[src/rtl/uart_tx_ctrl.sv]
// UART transmit frame controller: latches a byte and its frame configuration, then
// sequences the serializer through START/DATA/PARITY/STOP and muxes the line bit.
module uart_tx_ctrl #(
    parameter int BUS_WIDTH  = 8,
    parameter int STOP_BITS  = 1,
    parameter int WDOG_LIMIT = 12
) (
    input  logic                 CLK,
    input  logic                 RST,
    input  logic                 DATA_VALID,
    input  logic [BUS_WIDTH-1:0] P_DATA,
    input  logic                 PAR_EN,
    input  logic                 PAR_TYP,
    input  logic                 ser_done,
    input  logic                 ser_data,
    output logic                 ser_en,
    output logic [BUS_WIDTH-1:0] S_DATA,
    output logic                 TX_OUT,
    output logic                 Busy,
    output logic                 TX_DONE,
    output logic                 SER_ERR
);

    localparam int WDW = $clog2(WDOG_LIMIT + 1);
    localparam int SCW = 2;

    localparam logic [2:0] IDLE   = 3'd0;
    localparam logic [2:0] START  = 3'd1;
    localparam logic [2:0] DATA   = 3'd2;
    localparam logic [2:0] PARITY = 3'd3;
    localparam logic [2:0] STOP   = 3'd4;

    logic [2:0]           state_q,    state_d;
    logic [BUS_WIDTH-1:0] sdata_q,    sdata_d;
    logic                 par_en_q,   par_en_d;
    logic                 par_typ_q,  par_typ_d;
    logic                 par_bit_q,  par_bit_d;
    logic [WDW-1:0]       wdog_q,     wdog_d;
    logic [SCW-1:0]       stop_cnt_q, stop_cnt_d;
    logic                 ser_err_q,  ser_err_d;

    logic last_stop;
    logic wdog_last;
    logic accept;

    assign last_stop = (state_q == STOP) && (stop_cnt_q == SCW'(STOP_BITS - 1));
    assign wdog_last = (wdog_q == WDW'(WDOG_LIMIT - 1));
    // Acceptance in the final stop cycle chains frames with no idle gap.
    assign accept    = DATA_VALID && ((state_q == IDLE) || last_stop);

    always_comb begin
        state_d    = state_q;
        sdata_d    = sdata_q;
        par_en_d   = par_en_q;
        par_typ_d  = par_typ_q;
        par_bit_d  = par_bit_q;
        wdog_d     = wdog_q;
        stop_cnt_d = stop_cnt_q;
        ser_err_d  = ser_err_q;

        case (state_q)
            IDLE:   state_d = IDLE;
            START:  state_d = DATA;
            DATA: begin
                wdog_d = wdog_q + WDW'(1);
                if (ser_done) begin
                    state_d = par_en_q ? PARITY : STOP;
                end else if (wdog_last) begin
                    ser_err_d = 1'b1;
                    state_d   = STOP;
                end
            end
            PARITY: state_d = STOP;
            STOP: begin
                if (last_stop) begin
                    stop_cnt_d = '0;
                    state_d    = IDLE;
                end else begin
                    stop_cnt_d = stop_cnt_q + SCW'(1);
                end
            end
            default: state_d = IDLE;
        endcase

        if (accept) begin
            sdata_d   = P_DATA;
            par_en_d  = PAR_EN;
            par_typ_d = PAR_TYP;
            par_bit_d = PAR_TYP ? ~^P_DATA : ^P_DATA;
            wdog_d    = '0;
            ser_err_d = 1'b0;
            state_d   = START;
        end
    end

    always_ff @(posedge CLK or negedge RST) begin
        if (!RST) begin
            state_q    <= IDLE;
            sdata_q    <= '0;
            par_en_q   <= 1'b0;
            par_typ_q  <= 1'b0;
            par_bit_q  <= 1'b0;
            wdog_q     <= '0;
            stop_cnt_q <= '0;
            ser_err_q  <= 1'b0;
        end else begin
            state_q    <= state_d;
            sdata_q    <= sdata_d;
            par_en_q   <= par_en_d;
            par_typ_q  <= par_typ_d;
            par_bit_q  <= par_bit_d;
            wdog_q     <= wdog_d;
            stop_cnt_q <= stop_cnt_d;
            ser_err_q  <= ser_err_d;
        end
    end

    always_comb begin
        TX_OUT  = 1'b1;
        Busy    = 1'b0;
        ser_en  = 1'b0;
        TX_DONE = 1'b0;
        case (state_q)
            START: begin
                TX_OUT = 1'b0;
                Busy   = 1'b1;
                ser_en = 1'b1;
            end
            DATA: begin
                TX_OUT = ser_data;
                Busy   = 1'b1;
                ser_en = 1'b1;
            end
            PARITY: begin
                TX_OUT = par_bit_q;
                Busy   = 1'b1;
            end
            STOP: begin
                Busy    = 1'b1;
                TX_DONE = last_stop;
            end
            default: ;
        endcase
    end

    assign S_DATA  = sdata_q;
    assign SER_ERR = ser_err_q;

endmodule

[config.mk]
export PLATFORM = sky130hd
export DESIGN_NAME = uart_tx_ctrl
export DESIGN_NICKNAME = d
export VERILOG_FILES = /design/src/rtl/uart_tx_ctrl.sv
export SDC_FILE = /design/constraint.sdc
export NUM_CORES = 1
export LEC_CHECK = 0
export BUFFER_PORTS_ARGS = -buffer_cell sky130_fd_sc_hd__buf_2
export CAP_MARGIN = 0
export CORE_UTILIZATION = 48
export CTS_BUF_LIST = sky130_fd_sc_hd__clkbuf_8
export CTS_CLUSTER_SIZE = 30
export DETAILED_ROUTE_END_ITERATION = 8
export GPL_TIMING_DRIVEN = 1
export HOLD_SLACK_MARGIN = 0.08
export PLACE_DENSITY = 0.77
export SYNTH_ARGS = -nofsm -noshare
export SYNTH_HDL_FRONTEND = slang
export SYNTH_SLANG_ARGS = --single-unit
[constraint.sdc]
create_clock -name CLK -period 1.4 [get_ports CLK]
set_input_delay 0.42 -clock CLK [delete_from_list [all_inputs] [get_ports CLK]]
set_output_delay 0.42 -clock CLK [all_outputs]
set_load 0.01 [all_outputs]
### Word-level counts from Yosys, hierarchy flattened

Cells that the tools add are included.

* word-level logic and storage cells: 48
* output and inout port bits: 13
* latch bits: 0
* bits in registers: 20
* input port bits: 15
* memories kept: 0
* bits in read-only memories: 0
* RAM bits: 0

* multipliers: 0
* divide/modulo/power cells: 0
* eq/ne operators: 8
* order comparisons: 0
* multiplexer cells: 18
* add/sub/neg operators: 2
* bitwise logic cells: 0
* reductions and logical operators: 13
* shift operators: 0

Operators by type and width (number)
* 3-bit 2-to-1 mux: 5
* 3-bit case mux with 4 select lines: 1
* 1-bit 2-to-1 mux: 8
* 4-bit 2-to-1 mux: 2
* 8-bit XNOR reduction: 1
* 8-bit parity: 1
* 3-bit by 2-bit == test with 1-bit output (second input constant): 2
* 4-bit by 1-bit adder with 4-bit output (second input constant): 1
* 4-bit == test (second input constant): 1
* 4-bit != test (second input constant): 1
* 2-bit nonzero test: 2
* 4-bit OR reduction: 1
* 3-bit by 1-bit == test with 1-bit output (second input constant): 1
* 3-bit == test (second input constant): 1
* 3-bit zero test: 1
* 3-bit != test (second input constant): 1
* 1-bit case mux with 3 select lines: 1
* 3-bit AND reduction: 1
* 2-bit by 1-bit adder with 2-bit output (second input constant): 1
* 1-bit logical AND: 2
* 2-bit zero test: 1
* 2-bit 2-to-1 mux: 1
* 2-bit by 1-bit != test with 1-bit output (second input constant): 1
* 2-bit AND reduction: 1
* 2 further kinds: 2

### Logic depth before layout (Yosys ltp)

Gate-level depths: netlist of the first run.

* word-level depth: 6
* gate-level depth with buffers: 8
* depth with buffers taken out: 6

### Least setup slack after synthesis of the first run

No wires, ideal clock.

* path type: reg-to-reg
* start: register stop_cnt_q[0]
* end: register sdata_q[3] (netlist: S_DATA[3])
* stages on the path, launching flop included: 9
* arrival: 1.262 ns
* path slack: 0.021 ns
* buffers on the path: 2
* period minus slack after synthesis: 1.379 ns
* setup time: 0.116 ns
* required time: 1.284 ns
* cell sequence: dfrtp_1 inv_1 ha_1 nand2b_1 and3_1 buf_2 buf_6 nand2_1 nand2_1

* longest elaborated chain between the ends: 4

RTL lines
* from (decl): RTL line 39 `logic [SCW-1:0] stop_cnt_q, stop_cnt_d;`
* from (signal assigned): RTL line 113 `stop_cnt_q <= stop_cnt_d;`
* 2-bit zero test: RTL line 46 `assign last_stop = (state_q == STOP) && (stop_cnt_q == SCW'(STOP_BITS - 1));`
* 1-bit logical AND: RTL line 46
* 1-bit logical OR: RTL line 49 `assign accept = DATA_VALID && ((state_q == IDLE) || last_stop);`
* 1-bit logical AND: RTL line 49
* to (signal assigned): RTL line 108 `sdata_q <= sdata_d;`
* to (decl): RTL line 34 `logic [BUS_WIDTH-1:0] sdata_q, sdata_d;`

Every way passes these cells.
A chain may end at the register's enable or synchronous reset.

### Worst setup path in the final report of the first run

* start: register state_q[0]
* end: output ser_en

* longest elaborated chain between the ends: 3
* elaborated cells on any way between the ends: 4

RTL lines
* from (decl): RTL line 33 `logic [2:0] state_q, state_d;`
* from (signal assigned): RTL line 107 `state_q <= state_d;`
* 3-bit by 2-bit == test with 1-bit output / 3-bit by 1-bit == test with 1-bit output (equally long branches): RTL line 123 `case (state_q)`
* 2-bit OR reduction (no line) *
* 1-bit 2-to-1 mux *: RTL line 123
* to (decl): RTL line 16 `output logic ser_en,`

Mark *: on every way between the ends. The rest lies on a longest branch, timed or not.

==> impl_metrics.toml, run 1 <==
[finish]
final_nets = 161
final_util_pct = 66.20
drive_above_1_share_pct = 35.92
multiInputGateArea_sq_um = 486.7
layout_commonest_cell = "nand2_1"
diodes = 0
area_delta_synth_final_pct = 30.73
nFillCells = 187
register_area_sq_um = 503.0
final_cell_mix = "nand2_1 (33), buf_2 (27), dfrtp_1 (18)"

[drt]
ant_nets = 0
drc = 0
avgViaCountPerCell = 5.018
firstDrtPassIters = 4
wirelength_um = 1964
drtIter0Drc = 10
wl_per_cell_um = 11.62
dr_total_vias = 848

[setup_path]
path_class = "reg -> out"
worst_setup_path_end_kind = "output pin"
cp-start-kind = "flip-flop"
cp.required_ps = 980
crit_arrival_ps = 1160
worstRegToRegCells = 7
crit_fanout = 4

[synthesis]
synth-seq-cells = 20
syn_avg_cell_area_sq_um = 9.285
syn_inst = 107
synth_adder_area_share_pct = 2.519
synth_cell_types = 27
synth_edf_count = 0
muxShareOfSynthArea_pct = 1.134
synth_area_sq_um = 993.5
async_flop_share_pct = 100.0
synth-compound-area-share_pct = 7.557
synth_ff_type = "dfrtp_1"
synth_nets = 124
synth_xor_xnor_area_share_pct = 11.08
ys.warnings.count = 0
yosysSeqAreaShare_pct = 50.38
synth-simple-area-share_pct = 23.30
synth_top_family_by_area = "simple AND/OR/NAND/NOR gates"

[sta]
final-hold-violation-count = 0
rsz0062_at_grt = "true"
fin_ws_ps = -183.4
fin_crit_ps = 1583
skew_ps = 1.702
worst_hold_slack_ps = 106.6
fmax_mhz = 631.6
setup_viol = 4
slew_headroom_pct = 70.34
tightest_slew_ps = 444.9
slew_violations = 0
finalCritPeriodShare_pct = 113.1

[floorplanning]
pin_count = 28
die_x_um = 47.50
die_height_um = 47.50
start_util_pct = 50.64
die_area_sq_um = 2256
rows = 16
coreArea_sq_um = 1962

[clocking]
htree_num_levels = 1
cts-buffers-inserted = 3
hold_buffers = 0
clk-insertion-delay-late_ps = 250
cts_tree = "built"
clockBufferDepth = 2
cts.sinks = 20
clk_pin_slew_ps = 60
cts_root_buf = "clkbuf_8"

[place]
portBuffers = 27
place_congestion = 0.8661
dp_hpwl_um = 1473

[global_route]
grtUsageTotal_pct = 19.79
grt_start_max_net_pins = 21
gr-total-overflow = 0
grt_pass1_vias = 753
grt_pass1_wl_um = 3015
antenna_found_initial = 0

[power]
p_total_w = 0.002388
p_leak_nw = 0.6718
power_density_nw_per_um2 = 1839
irDropWorstVdd_v = 0.001058

[flow_run]
drv_cap = 0

[hold_path]
hp-class = "in -> async"

[run_status]
status = "complete, but fails checks"
violations = "setup timing"
-- Yosys cell counts (all sizes together) (3+ instances only) --
library cell	count	area, sq um
a21oi	5	25.02
xor2	4	35.03
xnor2	6	52.55
buf	3	21.27
nand2	33	123.9
nand2b	3	18.77
o21ai	5	25.02
dfrtp	20	500.5
inv	4	15.01
nor2	7	28.78
-- stage by stage --
step	instance area [sq um]	setup TNS [ps]	instances	setup WS (ps)
floorplan	993.5	0	107	21.42
global placement	1210	-32.08	165	-32.08
detailed placement	1210	-81.45	165	-81.45
CTS	1280	-650.3	169	-177.4
global route	1299	-908.5	169	-248.2
finish	1299	-643.6	169	-183.4
-- final cells by class --
| type | instances | area share, % |
|---|---|---|
| inverters | 4 | 1.156 |
| repair buffers | 36 | 16.86 |
| multi-input cells | 79 | 37.48 |
| clock buffers | 3 | 3.179 |
| flip-flops and latches | 20 | 38.73 |
| well taps | 27 | 2.601 |
-- flip-flops by register name (all words and copies together) (netlist names) --
name and cells:
SER_ERR 1, S_DATA 8, par_bit_q 1, par_en_q 1, state_q 3, stop_cnt_q 2
wdog_q 4
-- cell families (layout without fill, tap and decap cells) --
family	after synthesis	after routing
simple gates	52	52
buf+inv	8	43
compound gates	13	13
flops	20	20
xor+xnor	11	11
fa+ha+maj	2	2
mux	1	1
-- timing repair --
action / CTS / global route
pin swaps: 3 / 0
endpoints found under the setup margin: 4 / 10
gates resized for setup: 8 / 5
endpoints found under the hold margin: 0 / 0
buffers inserted: 2 / 0
-- power breakdown --
| group | leakage [nW] | total [W] | switching (W) | internal (W) |
|---|---|---|---|---|
| clock network | 0.0216 | 0.000359 | 0.000168 | 0.000191 |
| registers | 0.256 | 0.000943 | 0.000165 | 0.000778 |
| logic | 0.394 | 0.00109 | 0.000545 | 0.000540 |
-- per-layer routing --
| layer | share of wire [%] | up-vias | track usage [%] |
|---|---|---|---|
| met1 | 46 | 405 | 23.49 |
| met5 | 0 | - | 0 |
| li1 | - | 418 | - |
| met2 | 50 | 21 | 33.70 |
| met4 | 1.2 | 0 | 10.86 |
| met3 | 3.2 | 4 | 3.774 |
-- worst max-delay path, cell delays in order, from the launching register on --
cell and delay (ps):
dfrtp_2 450, nand2b_4 170, a21oi_1 150, buf_2 150
-- path summary, 6_finish.rpt --
kind | to | slack, ps | start
hold reg to reg | S_DATA[0] | 480 | S_DATA[0]
setup reg to reg | par_en_q | 70 | stop_cnt_q[1]
hold / removal | SER_ERR | 110 | RST
min in group CLK | par_en_q | 380 | PAR_EN
setup / recovery | ser_en | -180 | state_q[0]
max in group asynchronous | state_q[1] | 960 | RST
No activity file was read; power rests on OpenSTA's default activity.
==> inputs of run 2 (changes only) <==
BUFFER_PORTS_ARGS = not set   (was -buffer_cell sky130_fd_sc_hd__buf_2)
CORE_UTILIZATION = 50   (was 48)
DONT_BUFFER_PORTS = 1   (was not set)
PLACE_DENSITY = 0.68   (was 0.77)
==> run 2 against run 1 <==
The run still ends with setup timing left. Combinational power shrank 8%. Final cell count shrank 14%. Design area is 2.4% lower. Highest routed layer unchanged. Clock power increased by 21%. Largest power group is now registers. Largest cell class is now multi-input combinational cells. Core utilization up 4.1 points. Register-to-register slack worse by 100 ps.
==> impl_metrics.toml, run 2 (synthesis results as in run 1) <==
[finish]
drive_above_1_share_pct = 28.10
stdcell_area_sq_um = 1267
diodes = 0
largest_register_ffs = 8
multiInputGateArea_sq_um = 536.8
layout_commonest_cell = "nand2_1"
register_area_sq_um = 504.2
nFillCells = 164
final_nets = 139
area_delta_synth_final_pct = 27.58
final_cell_mix = "nand2_1 (32), dfrtp_1 (17), buf_4 (9)"
fin_cells = 146

[sta]
setup_viol = 5
slew_violations = 0
slew_headroom_pct = 42.42
fin_ws_ps = -157.7
finalCritPeriodShare_pct = 111.3
tightest_slew_ps = 863.7
fmax_mhz = 642.0
rsz0062_at_grt = "true"
setup_tns_ps = -441.9
final-hold-violation-count = 0
skew_ps = 2.451
fin_crit_ps = 1558

[floorplanning]
die_height_um = 46.58
die_x_um = 46.58
pin_count = 28
start_util_pct = 55.14
rows = 15
die_area_sq_um = 2169
coreArea_sq_um = 1802

[clocking]
cts.sinks = 20
clk_pin_slew_ps = 70
cts_tree = "built"
clk-insertion-delay-late_ps = 260
cts_root_buf = "clkbuf_8"
htree_num_levels = 1
cts-buffers-inserted = 3
clockBufferDepth = 2

[drt]
wirelength_um = 1960
drc = 0
dr_total_vias = 770
ant_nets = 0
drtIter0Drc = 7
firstDrtPassIters = 4
avgViaCountPerCell = 5.274
wl_per_cell_um = 13.42

[setup_path]
path_cells = "inv_1, ha_2, buf_6, and3_4"
cp.required_ps = 980
slowest_stage = "dfrtp_1"
worst_setup_path_end_kind = "output pin"
path_class = "reg -> out"
crit_fanout = 2
cp-start-kind = "flip-flop"
crit_arrival_ps = 1140
max_stage_delay_ps = 380

[place]
portBuffers = 0
place_congestion = 0.7968
placed_cells = 135
placed_cell_area_sq_um = 1052
dp_hpwl_um = 1347

[global_route]
grt_pass1_vias = 724
antenna_found_initial = 0
grtUsageTotal_pct = 20.28
gr-total-overflow = 0
grt_pass1_wl_um = 3008
grt_start_max_net_pins = 21

[power]
swShare_pct = 37.97
power_density_nw_per_um2 = 1952
p_int_w = 0.001534
p_switching_w = 0.0009392
seq_power_share_pct = 42.1
irDropWorstVdd_v = 0.001283
p_leak_nw = 0.6047
pwr-share-clk_pct = 17.5
combPwrFrac_pct = 40.4

[flow_run]
drv_cap = 0

[run_status]
violations = "setup timing"
status = "complete, but fails checks"

[hold_path]
hp-class = "in -> reg"
run 2: cell count changes in the layout (fill, tap and decap cells not counted), sizes merged:
cell | previous run | this run
clkbuf | 3 | 4
buf | 36 | 13
dlymetal6s4s | 0 | 1
run 2: repair_timing:
| item | in CTS | in global routing |
|---|---|---|
| gates resized for setup | 18 | 8 |
| hold buffers | 1 | 0 |
| setup endpoints to repair | 18 | 34 |
| pin swaps | 3 | 5 |
| setup buffers | 4 | 2 |
| endpoints found under the hold margin | 20 | 0 |
run 2: final cells by class:
cell class	count	area share, %
inverter	4	1.185
timing repair buffer	14	9.872
clock buffer	4	4.344
tap	25	2.468
multi-input combinational	79	42.35
sequential	20	39.78
run 2: final timing paths:
| check | start | to | slack (ps) | depth (start not counted) |
|---|---|---|---|---|
| setup / recovery | stop_cnt_q[0] | TX_DONE | -160 | 4 |
| hold / removal | P_DATA[0] | S_DATA[0] | 260 | 2 |
| setup reg to reg | state_q[0] | wdog_q[3] | -30 | 6 |
| hold reg to reg | par_bit_q | par_bit_q | 500 | 2 |
| max in group asynchronous | RST | state_q[2] | 470 | 1 |
| min in group asynchronous | RST | SER_ERR | 340 | 1 |
run 2: power by group through the flow:
stage	clock network (W)	logic (W)	registers, W
4_1_cts	0.000445	0.000891	0.00104
2_1_floorplan	0	0.000567	0.000956
5_1_grt	0.000464	0.00110	0.00106
6_report	0.000433	0.00100	0.00104
3_5_place_dp	0	0.000703	0.00100
3_3_place_gp	0	0.000677	0.000992
run 2: layer usage:
| layer | vias to the layer above | wire (um) | GRT usage [%] |
|---|---|---|---|
| met4 | 0 | 23 | 7.059 |
| met3 | 2 | 92 | 5.882 |
| met2 | 19 | 1040 | 33.61 |
| li1 | 377 | - | - |
| met1 | 372 | 804 | 24.87 |
| met5 | - | 0 | 0 |
run 2: worst max-delay path: cells and delay by family (launching register included):
family                   cells  cell delay [ps]
adder cells (fa/ha/maj)      1              170
buffers and inverters        2              150
flip-flops                   1              380
AND/OR/NAND/NOR              1              180
run 2: metrics by stage:
| stage | setup WS, ps | hold slack (ps) | power (W) | util [%] |
|---|---|---|---|---|
| after global placement | -13.57 | 125.0 | 0.001669 | 58.40 |
| after CTS | -170.8 | 260.8 | 0.002372 | 67.22 |
| after floorplan | 21.42 | 124.4 | 0.001523 | - |
| after global routing | -220.0 | 261.1 | 0.002626 | 70.35 |
| final | -157.7 | 263.6 | 0.002474 | 70.35 |
| after detailed placement | -77.48 | 124.8 | 0.001703 | 58.40 |
